## config.mk

```make
export PLATFORM = sky130hd
export DESIGN_NAME = commit_store_queue
export DESIGN_NICKNAME = d
export VERILOG_FILES = /design/src/rtl/commit_store_queue.sv
export SDC_FILE = /design/constraint.sdc
export NUM_CORES = 2
export LEC_CHECK = 0
export CAP_MARGIN = 20
export CORE_ASPECT_RATIO = 1.2
export CORE_MARGIN = 2
export CORE_UTILIZATION = 25
export DETAILED_ROUTE_END_ITERATION = 10
export SLEW_MARGIN = 20
export SYNTH_ARGS = -nofsm -noshare
export SYNTH_HDL_FRONTEND = slang
export SYNTH_SLANG_ARGS = --single-unit
export TNS_END_PERCENT = 30
```

## constraint.sdc

```tcl
create_clock -name clk -period 4.4 [get_ports clk]
set_clock_uncertainty 0.05 [all_clocks]
set_input_delay 0.44 -clock clk [delete_from_list [all_inputs] [get_ports clk]]
set_output_delay 0.44 -clock clk [all_outputs]
set_load 0.02 [all_outputs]
```

## src/rtl/commit_store_queue.sv

```systemverilog
// commit_store_queue
//   Commit-aware store queue between dispatch and the data-cache arbiter.
//   Stores are allocated in program order (up to SS per cycle) and receive
//   address/data/mask from execute by queue index. Only stores that the ROB
//   has committed and that are resolved drain through the mem_* valid/ready
//   handshake. A mispredict discards the uncommitted tail. Each dispatch lane
//   also receives the ROB tag of its youngest older store.
//
// Ports
//   clk, rst                  clock, synchronous active-high reset
//   mispredict                drop all uncommitted entries
//   disp_valid/is_store/rob   per-lane dispatch bundle (lanes contiguous from 0)
//   disp_ready                at least SS free entries
//   disp_idx                  queue index for each store lane
//   dep_valid/dep_rob         youngest older store per lane
//   ex_valid/idx/addr/data/mask  execute-stage write into a live entry
//   commit_cnt                stores retired by the ROB this cycle
//   mem_valid/ready/addr/data/mask/rob  head store to the arbiter
//   sq_free, sq_empty         occupancy status (registered state only)
module commit_store_queue #(
    parameter int DEPTH    = 8,
    parameter int SS       = 2,
    parameter int WIDTH    = 32,
    parameter int ROB_BITS = 5,
    localparam int DB      = $clog2(DEPTH),
    localparam int SB      = $clog2(SS),
    localparam int MW      = WIDTH / 8
) (
    input  logic                   clk,
    input  logic                   rst,
    input  logic                   mispredict,
    input  logic [SS-1:0]          disp_valid,
    input  logic [SS-1:0]          disp_is_store,
    input  logic [SS*ROB_BITS-1:0] disp_rob,
    output logic                   disp_ready,
    output logic [SS*DB-1:0]       disp_idx,
    output logic [SS-1:0]          dep_valid,
    output logic [SS*ROB_BITS-1:0] dep_rob,
    input  logic                   ex_valid,
    input  logic [DB-1:0]          ex_idx,
    input  logic [WIDTH-1:0]       ex_addr,
    input  logic [WIDTH-1:0]       ex_data,
    input  logic [MW-1:0]          ex_mask,
    input  logic [SB:0]            commit_cnt,
    output logic                   mem_valid,
    input  logic                   mem_ready,
    output logic [WIDTH-1:0]       mem_addr,
    output logic [WIDTH-1:0]       mem_data,
    output logic [MW-1:0]          mem_mask,
    output logic [ROB_BITS-1:0]    mem_rob,
    output logic [DB:0]            sq_free,
    output logic                   sq_empty
);

    // Pointers carry a wrap bit so that full and empty are distinguishable.
    logic [DB:0]          head_q, head_d, cmt_q, cmt_d, tail_q, tail_d;
    logic [ROB_BITS-1:0]  rob_q  [DEPTH];
    logic [ROB_BITS-1:0]  rob_d  [DEPTH];
    logic [WIDTH-1:0]     addr_q [DEPTH];
    logic [WIDTH-1:0]     addr_d [DEPTH];
    logic [WIDTH-1:0]     data_q [DEPTH];
    logic [WIDTH-1:0]     data_d [DEPTH];
    logic [MW-1:0]        mask_q [DEPTH];
    logic [MW-1:0]        mask_d [DEPTH];
    logic [DEPTH-1:0]     resolved_q, resolved_d;

    logic [DB:0]          count, ccnt_post, cc_ext;
    logic [DB-1:0]        head_idx, tail_last, ex_off, widx;
    logic [SS-1:0]        is_st;
    logic [DB:0]          st_off [SS+1];
    logic                 pop, disp_fire, ex_live, ex_ok;

    assign count      = tail_q - head_q;
    assign sq_free    = (DB+1)'(DEPTH) - count;
    assign sq_empty   = (count == '0);
    assign disp_ready = (sq_free >= (DB+1)'(SS));
    assign head_idx   = head_q[DB-1:0];
    assign tail_last  = tail_q[DB-1:0] - DB'(1);
    assign mem_valid  = (head_q != cmt_q) & resolved_q[head_idx];
    assign mem_addr   = addr_q[head_idx];
    assign mem_data   = data_q[head_idx];
    assign mem_mask   = mask_q[head_idx];
    assign mem_rob    = rob_q[head_idx];
    assign pop        = mem_valid & mem_ready;
    assign disp_fire  = disp_ready & ~mispredict;
    assign is_st      = disp_valid & disp_is_store;
    assign cc_ext     = (DB+1)'(commit_cnt);

    // An execute write under mispredict survives only if the entry is
    // committed once this cycle's commit_cnt has been applied.
    assign ex_off     = ex_idx - head_idx;
    assign ex_live    = ((DB+1)'(ex_off) < count);
    assign ccnt_post  = (cmt_q - head_q) + cc_ext;
    assign ex_ok      = ex_valid & ex_live & ~(mispredict & ((DB+1)'(ex_off) >= ccnt_post));

    // Index assignment and per-lane dependency tags.
    always_comb begin
        disp_idx  = '0;
        dep_valid = '0;
        dep_rob   = '0;
        st_off[0] = '0;
        for (int unsigned i = 0; i < SS; i++) begin
            st_off[i+1] = st_off[i] + (DB+1)'(is_st[i]);
            disp_idx[i*DB +: DB] = tail_q[DB-1:0] + st_off[i][DB-1:0];
        end
        for (int unsigned i = 0; i < SS; i++) begin
            // Later j overwrites earlier, leaving the youngest older store.
            for (int unsigned j = 0; j < i; j++) begin
                if (is_st[j]) begin
                    dep_valid[i] = 1'b1;
                    dep_rob[i*ROB_BITS +: ROB_BITS] = disp_rob[j*ROB_BITS +: ROB_BITS];
                end
            end
            if (!dep_valid[i] && (count > (DB+1)'(pop))) begin
                dep_valid[i] = 1'b1;
                dep_rob[i*ROB_BITS +: ROB_BITS] = rob_q[tail_last];
            end
        end
    end

    // Next-state: dispatch, execute write, issue pop, commit, mispredict.
    always_comb begin
        head_d     = head_q;
        cmt_d      = cmt_q + cc_ext;
        tail_d     = tail_q;
        rob_d      = rob_q;
        addr_d     = addr_q;
        data_d     = data_q;
        mask_d     = mask_q;
        resolved_d = resolved_q;
        widx       = '0;
        if (disp_fire) begin
            for (int unsigned i = 0; i < SS; i++) begin
                if (is_st[i]) begin
                    widx             = disp_idx[i*DB +: DB];
                    rob_d[widx]      = disp_rob[i*ROB_BITS +: ROB_BITS];
                    resolved_d[widx] = 1'b0;
                end
            end
            tail_d = tail_q + st_off[SS];
        end
        if (ex_ok) begin
            addr_d[ex_idx]     = ex_addr;
            data_d[ex_idx]     = ex_data;
            mask_d[ex_idx]     = ex_mask;
            resolved_d[ex_idx] = 1'b1;
        end
        if (pop) begin
            resolved_d[head_idx] = 1'b0;
            head_d               = head_q + (DB+1)'(1);
        end
        if (mispredict) begin
            tail_d = cmt_q + cc_ext;
        end
    end

    always_ff @(posedge clk) begin
        if (rst) begin
            head_q     <= '0;
            cmt_q      <= '0;
            tail_q     <= '0;
            resolved_q <= '0;
            for (int unsigned i = 0; i < DEPTH; i++) begin
                rob_q[i]  <= '0;
                addr_q[i] <= '0;
                data_q[i] <= '0;
                mask_q[i] <= '0;
            end
        end else begin
            head_q     <= head_d;
            cmt_q      <= cmt_d;
            tail_q     <= tail_d;
            resolved_q <= resolved_d;
            rob_q      <= rob_d;
            addr_q     <= addr_d;
            data_q     <= data_d;
            mask_q     <= mask_d;
        end
    end

endmodule

```

==> summary.txt <==
Outcome
  – Status: finished clean

STA
  – Fin crit share: around 93%
  – Fin. max-slew vios: 0
  – Tmin final: a little over 4 ns
  – WHS: 0.4196 ns
  – Unrepaired setup endpoints after global routing: false
  – Slew @ Worst Pin: approximately 0.88 ns
  – Setup TNS: 0 ns
  – FMAX: 243.1 MHz
  – Rel. slew slack: 41.38%
  – Final Hold Viols: 0
  – # setup viols final: 0

Global route
  – First-pass GRT wire length: 123700 um
  – Met2 Use GR: 22.35%
  – Largest net degree at the start of global routing: 135
  – Met3 usage: under 10%
  – Gr busiest metal: met2
  – Met1 Track Usage GR: 16.12%
  – Initial antenna violation count: 2
  – GRT Resource Usage Total: between 10% and 20%
  – Grt total ovfl: 0
  – Vias in the first global route: 20835

Die
  – Die width: roughly 320 um
  – Core ar.: about 120000 um^2
  – Die ar.: 122300 um^2
  – I/O pin count: 190
  – Die Height: 382.7 um
  – Placement Rows: between 100 and 150
  – Initial Util: 25.26%

Logic synthesis
  – Syn. warnings: 0
  – Adder-Cell Fraction of Synth Area: 1.407%
  – Top cell type's share of synthesized area: 40.47%
  – Post-synthesis xor/xnor area fraction: 0.7161%
  – Mapped cell area: 29880 um^2
  – Main flop type after synthesis: dfxtp_1
  – Sequential-to-total area share from yosys stat: around two fifths
  – Compound-cell area share of the yosys netlist: 3.467%
  – Post-Synth Simple-Gate Area: 18.28%
  – Synth cell types: 55
  – Ranking of synthesized cells by area: dfxtp_1 40%, mux2i_1 18%, nand2b_1 13%
  – #FFs+latches synth: 604
  – Async SR Flop Fraction: 0%
  – Synth Instances: 2812
  – Yosys top cell by area: dfxtp_1
  – Syn nets: 2934
  – Post-synthesis mux area share: 30.25%
  – Post-Syn Area per Cell: 10.63 um^2
  – Post-synth EDFFs: 0
  – Largest family of logic cells by synthesized area: multiplexers

Clocking
  – H-tree levels: 3
  – Clk_lat worst skew: 0.62 ns
  – Clock-pin slew on the worst setup and hold paths: ~0.06 ns
  – Root Buffer: clkbuf_16
  – Sink Count: 604
  – Clk buf depth: 3
  – CTS tree: done
  – CTS Buf Count: 72

Setup path
  – Crit path arrival time: between 3 and 4 ns
  – Critical Path Sink Type: primary output
  – Worst Path Max Fanout: 30
  – Worst Path Class, Setup: reg2out
  – Required @ worst endpoint: 3.91 ns
  – Crit start category: register

Place
  – GPL Wtd Cong: 0.8010
  – Port-buffer cells: 189
  – Placement Cell Area: 33120 um^2
  – DP HPWL: 49860 um

Cells and area
  – Layout area overhead: 18.76%
  – Post-route cell area: 35490 um^2
  – N_diodes: 0
  – Layout cells sized above 1: 12.68%
  – Net count, final: 2982

Detailed routing
  – Final ANT Viol Nets: 0
  – Via Count: between 20000 and 25000
  – Post-route DRC: 0
  – Routed WL: approximately 80000 um
  – TritonRoute pass-1 iters: 5
  – DR iter-0 viols: 1116
  – Avg WL per Cell: 17.84 um
  – Routed vias/inst: between 4 and 5

Power
  – Pwr Total: between 0.01 and 0.015 W
  – Power density over the cells: approximately 400 nW/um^2
  – Pleak: ~15 nW
  – Worst vdd ir: 0.0002521 V

Hold path
  – Worst hold path type: reg2reg

Job
  – Max-cap violations: 0
[synthesized netlist by cell type (3+ instances only)]
library cell / n
buf_6: 20
xor2_1: 8
nand2_1: 243
and2_1: 3
or3_1: 45
nor2b_1: 6
nor3_1: 10
nand4_1: 4
and3_1: 7
mux4_2: 156
a221oi_2: 12
xnor2_1: 10
a21oi_1: 13
o21ai_0: 42
and3b_1: 3
o31ai_1: 7
nand4b_1: 4
buf_2: 33
fa_1: 6
a221oi_1: 35
mux2i_1: 552
inv_1: 60
nand3_1: 8
o21ai_2: 5
buf_4: 35
clkbuf_1: 108
nand2b_1: 614
dfxtp_1: 604
nor2_1: 26
ha_1: 24
buf_1: 78
[cells by family (layout without fill, tap and decap cells)]
group,Yosys count,in the layout
simple gates,979,979
mux,708,708
flops,604,604
buf+inv,339,444
compound gates,131,131
fa+ha+maj,30,30
xor+xnor,21,21
[path summary, 6_finish.rpt]
path               start      endpoint  slack (ns)  depth (start not counted)
max            head_q[1]  mem_addr[26]        0.29                          6
min          data_q[225]   data_q[225]        0.42                          2
max reg2reg     cmt_q[1]    addr_q[19]        0.82                         13
min reg2reg  data_q[225]   data_q[225]        0.42                          2
[worst max-delay path: stages, from the launching register on]
cell             delay (ns)
dfxtp_4                0.54
buf_4                  0.49
buf_4                  0.51
mux4_2                 0.57
nand2_1                0.10
nand2_1                0.16
clkdlybuf4s50_1        0.59
[state kept, by name (all words and copies together) (netlist names)]
signal and count:
data_q 256, resolved_q 8, head_q 4, rob_q 40
mask_q 32, cmt_q 4, addr_q 256, tail_q 4
[metrics by stage]
stage                     utilization [%]  worst slack (ns)  std cells
final                               30.00            0.2864       4457
after global routing                30.00           0.04701       4457
after global placement              28.00            0.1342       4326
after detailed placement            28.00            0.1911       4326
after floorplan                         -            0.1221       2812
after CTS                           29.99          0.003839       4457
[per-layer routing]
layer  part of all wire [%]  vias up
met1                     45     9909
met3                    3.4      115
met2                     49      337
li1                       -     9747
met5                  0.023        -
met4                    2.4        2
[report_power, final]
group	internal (W)	switching (W)
Combinational	0.000931	0.00123
Sequential	0.00568	0.000111
Clock	0.00349	0.00245
[cell usage in the layout (no fill, tap or decap), types with 42 or more instances in the layout]
| cell | netlist | routed |
|---|---|---|
| clkdlybuf4s50_1 | 0 | 180 |
| mux4_2 | 156 | 156 |
| o21ai_0 | 42 | 42 |
| nand2_1 | 243 | 243 |
| clkbuf_16 | 0 | 74 |
| mux2i_1 | 552 | 552 |
| dfxtp_1 | 604 | 601 |
| or3_1 | 45 | 45 |
| nand2b_1 | 614 | 614 |
| inv_1 | 60 | 60 |
[timing repair]
action | CTS | global route
cloned | 0 | 0
pin swaps | 0 | 0
hold buffers | 0 | 0
resized for setup | 4 | 6
endpoints found under the setup margin | 8 | 5
setup buffers | 0 | 0
[area by class of cell]
class	count	area [um^2]
inverter	63	236.5
tap	1540	1927
clock inverter	31	282.8
multi-input combinational	1869	16180
clock buffer	100	2069
fill	12050	82790
sequential	604	12100
timing repair buffer	250	2689
Note: power is estimated with default switching activity, not from simulation.
